## src/rtl/fetch_unit.sv

```systemverilog
`default_nettype none
// ============================================================================
// Module   : fetch_unit
// Brief    : Instruction fetch stage. Owns the program counter, issues
//            credit-limited in-order word reads, buffers returned words in a
//            prefetch FIFO for decode and flushes on execute redirects,
//            discarding responses of fetches that were in flight.
// Options  : FETCH_HALT_EN - when defined, a delivered word with opcode 4'hF
//            stops fetching until the next redirect.
// Revision : 1.0 - initial release
// ============================================================================
module fetch_unit #(
  parameter int                ADDR_W   = 16,
  parameter int                DEPTH    = 4,
  parameter logic [ADDR_W-1:0] RESET_PC = '0
) (
  input  logic              clk,
  input  logic              reset,
  output logic              mem_req,
  output logic [ADDR_W-1:0] mem_addr,
  input  logic              mem_gnt,
  input  logic              mem_rvalid,
  input  logic [15:0]       mem_rdata,
  output logic              instr_valid,
  output logic [15:0]       instr,
  output logic [ADDR_W-1:0] instr_pc,
  input  logic              instr_ready,
  input  logic              redirect_valid,
  input  logic [ADDR_W-1:0] redirect_pc,
  output logic              halted
);

  localparam int                 c_PTR_W = (DEPTH > 1) ? $clog2(DEPTH) : 1;
  localparam int                 c_CNT_W = c_PTR_W + 1;
  localparam logic [c_CNT_W:0]   c_DEPTH = (c_CNT_W + 1)'(DEPTH);

  // Architectural state
  logic [ADDR_W-1:0]  r_fetch_pc;
  logic [ADDR_W-1:0]  r_enq_pc;      // address of the next word to be enqueued
  logic [15:0]        r_data [DEPTH];
  logic [ADDR_W-1:0]  r_pc   [DEPTH];
  logic [c_PTR_W-1:0] r_rd_ptr;
  logic [c_PTR_W-1:0] r_wr_ptr;
  logic [c_CNT_W-1:0] r_count;
  logic [c_CNT_W-1:0] r_outstanding;
  logic [c_CNT_W-1:0] r_drop_cnt;

  // Per-cycle decisions
  logic               w_run;
  logic [c_CNT_W:0]   w_credit_sum;
  logic               w_grant;
  logic               w_enq;
  logic               w_deq;
  logic               w_drop_dec;
  logic               w_halt_hit;
  logic [c_CNT_W-1:0] w_out_next;

  // Outstanding reads are counted against FIFO space so every response lands.
  assign w_credit_sum = {1'b0, r_count} + {1'b0, r_outstanding};
  assign mem_req      = reset && w_run && !redirect_valid && (w_credit_sum < c_DEPTH);
  assign mem_addr     = r_fetch_pc;
  assign w_grant      = mem_req && mem_gnt;

  // Responses are discarded while a drop debt remains or when a redirect flushes.
  assign w_drop_dec   = mem_rvalid && (r_drop_cnt != '0);
  assign w_enq        = mem_rvalid && (r_drop_cnt == '0) && !redirect_valid;
  assign w_deq        = instr_valid && instr_ready && !redirect_valid;
  assign w_out_next   = r_outstanding + c_CNT_W'(w_grant) - c_CNT_W'(mem_rvalid);

  assign instr_valid  = (r_count != '0);
  assign instr        = r_data[r_rd_ptr];
  assign instr_pc     = r_pc[r_rd_ptr];

`ifdef FETCH_HALT_EN
  typedef enum logic [0:0] {
    ST_RUN  = 1'b0,
    ST_HALT = 1'b1
  } state_t;

  state_t r_state;
  logic   r_halted;

  assign w_run      = (r_state == ST_RUN);
  assign w_halt_hit = w_enq && (mem_rdata[15:12] == 4'hF);
  assign halted     = r_halted;

  // Run/halt sequencing; redirect always wins and resumes fetching.
  always_ff @(posedge clk or negedge reset) begin
    if (!reset) begin
      r_state  <= ST_RUN;
      r_halted <= 1'b0;
    end else if (redirect_valid) begin
      r_state  <= ST_RUN;
      r_halted <= 1'b0;
    end else if (w_halt_hit) begin
      r_state  <= ST_HALT;
      r_halted <= 1'b1;
    end
  end
`else
  assign w_run      = 1'b1;
  assign w_halt_hit = 1'b0;
  assign halted     = 1'b0;
`endif

  // Program counter: reload on redirect, advance on each accepted request.
  always_ff @(posedge clk or negedge reset) begin
    if (!reset) begin
      r_fetch_pc <= RESET_PC;
    end else if (redirect_valid) begin
      r_fetch_pc <= redirect_pc;
    end else if (w_grant) begin
      r_fetch_pc <= r_fetch_pc + ADDR_W'(1);
    end
  end

  // In-flight tracking and drop debt: on flush or halt every read still in
  // flight after this cycle must be thrown away when it returns.
  always_ff @(posedge clk or negedge reset) begin
    if (!reset) begin
      r_outstanding <= '0;
      r_drop_cnt    <= '0;
    end else begin
      r_outstanding <= w_out_next;
      if (redirect_valid || w_halt_hit) begin
        r_drop_cnt <= w_out_next;
      end else if (w_drop_dec) begin
        r_drop_cnt <= r_drop_cnt - c_CNT_W'(1);
      end
    end
  end

  // FIFO bookkeeping: pointers, occupancy and the pc of the next enqueued word.
  always_ff @(posedge clk or negedge reset) begin
    if (!reset) begin
      r_rd_ptr <= '0;
      r_wr_ptr <= '0;
      r_count  <= '0;
      r_enq_pc <= RESET_PC;
    end else if (redirect_valid) begin
      r_rd_ptr <= '0;
      r_wr_ptr <= '0;
      r_count  <= '0;
      r_enq_pc <= redirect_pc;
    end else begin
      if (w_enq) begin
        r_wr_ptr <= r_wr_ptr + c_PTR_W'(1);
        r_enq_pc <= r_enq_pc + ADDR_W'(1);
      end
      if (w_deq) begin
        r_rd_ptr <= r_rd_ptr + c_PTR_W'(1);
      end
      r_count <= r_count + c_CNT_W'(w_enq) - c_CNT_W'(w_deq);
    end
  end

  // FIFO storage: instruction word plus its fetch address.
  always_ff @(posedge clk or negedge reset) begin
    if (!reset) begin
      for (int i = 0; i < DEPTH; i++) begin
        r_data[i] <= '0;
        r_pc[i]   <= '0;
      end
    end else if (w_enq) begin
      r_data[r_wr_ptr] <= mem_rdata;
      r_pc[r_wr_ptr]   <= r_enq_pc;
    end
  end

endmodule
`default_nettype wire

```

## config.mk

```make
export PLATFORM = sky130hd
export DESIGN_NAME = fetch_unit
export DESIGN_NICKNAME = d
export VERILOG_FILES = /design/src/rtl/fetch_unit.sv
export SDC_FILE = /design/constraint.sdc
export NUM_CORES = 1
export LEC_CHECK = 0
export ABC_AREA = 1
export ABC_CLOCK_PERIOD_IN_PS = 3130
export CAP_MARGIN = 10
export CORE_MARGIN = 10
export CORE_UTILIZATION = 57
export DETAILED_ROUTE_END_ITERATION = 7
export GPL_ROUTABILITY_DRIVEN = 0
export PLACE_DENSITY = 0.8
export REMOVE_ABC_BUFFERS = 1
export SLEW_MARGIN = 25
export SYNTH_ARGS = -nofsm -noshare
export SYNTH_HDL_FRONTEND = slang
export SYNTH_SLANG_ARGS = --single-unit
```

## constraint.sdc

```tcl
create_clock -name clk -period 3.13 [get_ports clk]
set_input_delay 0.626 -clock clk [delete_from_list [all_inputs] [get_ports clk]]
set_output_delay 0.626 -clock clk [all_outputs]
set_load 0.03 [all_outputs]
```

After elaboration in Yosys (flattened, before gate mapping)

Index checks and enable logic that the tools add are counted.

Add/sub/neg operators: 10
Magnitude comparators: 4
Muxes and demuxes: 21
Bitwise gates (word level): 2
Reductions and logical operators: 17

Operators by type and width:

| operator                | number |
|---|---|
| $mux W16                | 9 |
| $bwmux W64              | 2 |
| $bmux W16 S2            | 2 |
| $add A16 B1 Y16 const B | 2 |
| $demux W16 S2           | 1 |
| $logic_and A1 B1 Y1     | 9 |
| $mux W3                 | 3 |
| $mux W2                 | 4 |
| $reduce_bool A2 Y1      | 4 |
| $add A3 B1 Y3           | 2 |
| $ge A3 B3 Y1 const B    | 2 |
| $not A2 Y3              | 2 |
| $reduce_bool A3 Y1      | 2 |
| $sub A3 B1 Y3           | 2 |
| $add A2 B1 Y2 const B   | 2 |
| $add A3 B3 Y4           | 1 |
| $lt A4 B3 Y1 const B    | 1 |
| $logic_not A3 Y1        | 1 |
| $lt A3 B1 Y1 const B    | 1 |
| $sub A3 B1 Y3 const B   | 1 |
| $logic_not A1 Y1        | 1 |

Register bits: 173
Bits of input ports: 38
Output and inout bits: 51
Word-level logic and storage cells: 69

Longest topological paths before layout

Depth in word-level cells: 7
Gate-level depth with buffers: 13
Gate-level depth less buffers: 13

Worst setup path before layout

Ideal clock, no wire load.

Path kind: input to register
Start: in redirect_valid
End: reg r_drop_cnt[2]
Library setup time: 69 ps
Data arrival time: 2996 ps
Data required time: 3061 ps
Setup slack: 66 ps
Stages on the path: 13
Path buffers: 1
Cell sequence: buf_6 -> clkinv_2 -> nand3_2 -> nor2_1 -> nand2_2 -> ha_1 -> inv_1 -> ha_1 -> fa_1 -> xnor2_1 -> xor2_1 -> nand2_1 -> nand3_1

Word-level cells in the longest chain between the ends: 7
Elaborated cells on any way between the ends: 8
Those cells by class: add/sub (2); mux (1); reduce/logical (5)

RTL lines:

| element                          | RTL line | text |
|---|---|---|
| start: declaration               | 28       | `input logic redirect_valid,` |
| $logic_not A1 Y1                 | 60       | `assign mem_req = reset && w_run && !redirect_valid && (w_credit_sum < c_DEPTH);` |
| $logic_and A1 B1 Y1 (2 in a row) | 60       |  |
| via mem_req                      | 19       | `output logic mem_req,` |
| $logic_and A1 B1 Y1              | 62       | `assign w_grant = mem_req && mem_gnt;` |
| $add A3 B1 Y3                    | 68       | `assign w_out_next = r_outstanding + c_CNT_W'(w_grant) - c_CNT_W'(mem_rvalid);` |
| $sub A3 B1 Y3                    | 68       |  |
| via w_out_next[2]                | 56       | `logic [c_CNT_W-1:0] w_out_next;` |
| $mux W3                          | 125      | `if (redirect_valid \|\| w_halt_hit) begin` |
| end signal: assignment           | 126      | `r_drop_cnt <= w_out_next;` |
| end signal: assignment           | 128      | `r_drop_cnt <= r_drop_cnt - c_CNT_W'(1);` |
| end: declaration                 | 46       | `logic [c_CNT_W-1:0] r_drop_cnt;` |

The timed path passes the listed nets, and every way through them passes these cells.
A chain may end at the register's enable or synchronous reset.

Worst setup path in the final report

Start: reg r_count[1]
End: out mem_req

Word-level cells in the longest chain between the ends: 3

RTL lines:

| element                  | RTL line | text |
|---|---|---|
| start: declaration       | 44       | `logic [c_CNT_W-1:0] r_count;` |
| start signal: assignment | 153      | `r_count <= r_count + c_CNT_W'(w_enq) - c_CNT_W'(w_deq);` |
| $add A3 B3 Y4            | 59       | `assign w_credit_sum = {1'b0, r_count} + {1'b0, r_outstanding};` |
| $lt A4 B3 Y1             | 60       |  |
| $logic_and A1 B1 Y1      | 60       |  |
| end: declaration         | 19       |  |

Every way passes these cells.

==> impl_metrics.ini <==
[clock_tree]
root_buffer = clkbuf_16
cts_made_buffers = 17
cts_tree = done
cts_buffer_depth = 2
cts.reportedPaths.clkPinSlew_ns = 0.06
post_cts_buffers = 0
ctsHoldBuffers = 0
clk_latency_ns = 0.42
clock_sinks = 173
post_cts_resized = 0
cts-htree-levels = 4

[pwr]
p_per_area_nw_per_um2 = 882
peakVddDrop_mv = 0.480
power_switching_mw = 3.41
p_leak_nw = 4.72
power_mw = 8.75
swShare_pct = 38.9
seqPwrFrac_pct = 35.8
clkPwrFrac_pct = 23.8
intPower_mw = 5.34
pwr-share-comb_pct = 40.3

[global_route]
grt_util_all_layers_pct = 20.5
grt_pass1_wl_um = 34200
antenna_found_initial = 0
gr-total-overflow = 0
grt_pass1_vias = 6894
grt_max_degree = 72

[timing]
finalCritPeriodShare_pct = 92.1
fmax_ghz = 0.347
whs_ns = 0.293
tns_ns = 0
layout_setup_ws_ns = 0.246
worstMarginPinSlew_ns = 0.905
skew_ns = 0.00498
slew_headroom_pct = 39.7
slew_violations = 0
hold_violations = 0
rsz0062_at_grt = no
setup_viol = 0
period_minus_slack_ns = 2.88

[logic_synthesis]
yosysWarnings = 0
synth_simple_gate_area_share_pct = 21.5
synth_area_um2 = 8380
synth_mux_area_share_pct = 0
synth_top_family_by_area = simple AND/OR/NAND/NOR gates
synth_seq_cells = 173
synthAdderAreaFrac_pct = 2.57
synth_compound_area_share_pct = 16.0
synth-xor-area-share_pct = 1.25
synth_cells = 1009
postSynthAreaPerCell_um2 = 8.31
yosysSeqAreaShare_pct = 51.6
ys_types = 37

[worst_setup_path]
r2r_slack_ns = 0.41
cp_slowest_cell = clkdlybuf4s50_1
cpPeakStageDelay_ns = 0.70
cp_data_required_time_ns = 2.50
startpoint_type = flop
cp.buffers_inverters = 1
crit_type = flop to primary output
worstSetupEndpointType = primary output
path_max_fanout = 4
crit_arrival_ns = 2.26
crit_family = buffers and inverters
path_cells = ha_1 > nand3_1 > nand2_1 > nor2_1 > clkdlybuf4s50_1

[floorplanning]
dieHeight_um = 141
start_util_pct = 57.9
die_x_um = 141
io_pins = 89
rows = 44
dieArea_um2 = 20000
core_area_um2 = 14500

[cells_and_area]
post-route-util_pct = 68.6
insertedDiodeCount = 0
drive_gt1_share_pct = 6.95
stdcell_area_um2 = 9930
instances_no_fill = 1278
syn2layout_area_growth_pct = 18.4
fin_nets = 1135

[detailed_routing]
firstDrtPassIters = 5
final_antenna_net_count = 0
post_drt_wl_per_cell_um = 15.8
viasPerCell = 5.60
drc = 0
wl_um = 20100
drt-initial-drc-count = 575
routed-via-count = 7159

[place]
portBuffers = 87
dp.cells = 1246
placed_cell_area_um2 = 9330
hpwl_um = 13200
post-place-ws_ns = 0.108

[outcome]
status = completed

[hold_path]
hold_path_class = primary input to async pin

[flow_run]
max-cap-violations = 0
-- kinds of logic after synthesis --
| logic type | Yosys count |
|---|---|
| AND/OR/NAND/NOR | 430 |
| other | 1 |
| AO/OA/AOI/OAI | 255 |
| adder cells (fa/ha/maj) | 16 |
| flip-flops | 173 |
| XOR/XNOR | 12 |
| buffers and inverters | 122 |
-- worst paths after layout --
check,start,endpoint,cells after the start
setup reg to reg,r_count[1],r_drop_cnt[2],13
min in group clk,r_pc[20],r_pc[20],2
max in group asynchronous,reset,r_rd_ptr[0],3
hold reg to reg,r_pc[20],r_pc[20],2
hold / removal,reset,r_data[0],2
setup / recovery,r_count[1],mem_req,5
-- final cells by class --
class / instances / area (um^2)
Timing Repair Buffer: 106 / 1040
Clock buffer: 25 / 515
Tap cell: 184 / 230
Clock inverter: 7 / 78.8
Inverter: 69 / 260
Sequential cell: 173 / 4330
Multi-Input combinational cell: 714 / 3470
Fill cell: 1153 / 4550
-- state kept, by name, summed over array words and instances (netlist names) --
signal,count
r_data,64
r_pc,64
mem_addr,16
r_enq_pc,16
r_count,3
r_drop_cnt,3
r_outstanding,3
r_rd_ptr,2
r_wr_ptr,2
-- routing by layer --
| metal | global-route usage, % | wire, um |
|---|---|---|
| met1 | 27.5 | 9050 |
| met2 | 32.0 | 9350 |
| met3 | 6.21 | 1540 |
| met4 | 4.62 | 199 |
| met5 | 0 | 0 |
-- cell usage after synthesis, drive strengths merged --
cell type / number / area (um^2)
o211ai: 4 / 30.0
o31ai: 1 / 7.51
clkbuf: 18 / 68.8
xnor2: 5 / 43.8
nand3b: 2 / 15.0
o21ai: 209 / 1050
o22ai: 32 / 200
buf: 35 / 258
clkinv: 1 / 5.00
o221ai: 1 / 8.76
a22oi: 1 / 7.51
xor2: 7 / 61.3
nand2: 258 / 1000
o21bai: 2 / 15.0
nand3: 59 / 313
dfrtp: 173 / 4330
conb: 1 / 3.75
inv: 68 / 255
nor3: 2 / 21.3
ha: 14 / 175
nor2: 101 / 400
nand4: 8 / 50.1
fa: 2 / 40.0
a31oi: 1 / 6.26
a21oi: 4 / 20.0
-- power by group through the flow --
stage	Combinational, mW	Sequential, mW	Clock (mW)
after floorplan	2.10	3.20	0
final	3.53	3.14	2.09
after global placement	3.48	3.14	0
after CTS	3.57	3.13	2.11
after detailed placement	3.54	3.16	0
after global routing	3.90	3.20	2.20
-- placed cells by master (no fill, tap or decap), drive strengths merged, types with 3 or more instances in the layout --
cell	synthesis	layout
nor2	101	101
ha	14	14
inv	68	67
o211ai	4	4
buf	35	33
xor2	7	7
o22ai	32	32
clkdlybuf4s50	0	73
nand3	59	59
clkinvlp	0	3
xnor2	5	5
nand2	258	258
clkinv	1	5
a21oi	4	4
nand4	8	8
clkbuf	18	25
o21ai	209	209
dfrtp	173	173
-- worst reg2reg max path: stages (launching register included) --
cell and delay (ns):
dfrtp_1 0.43, ha_1 0.31, nand3_1 0.09, nand2_1 0.12, nor2_1 0.17, nand2_2 0.08, ha_1 0.28, inv_1 0.04
ha_1 0.18, fa_1 0.38, xnor2_1 0.20, xor2_1 0.20, nand2_1 0.08, nand3_1 0.08
Note: power is estimated with default switching activity, not from simulation.
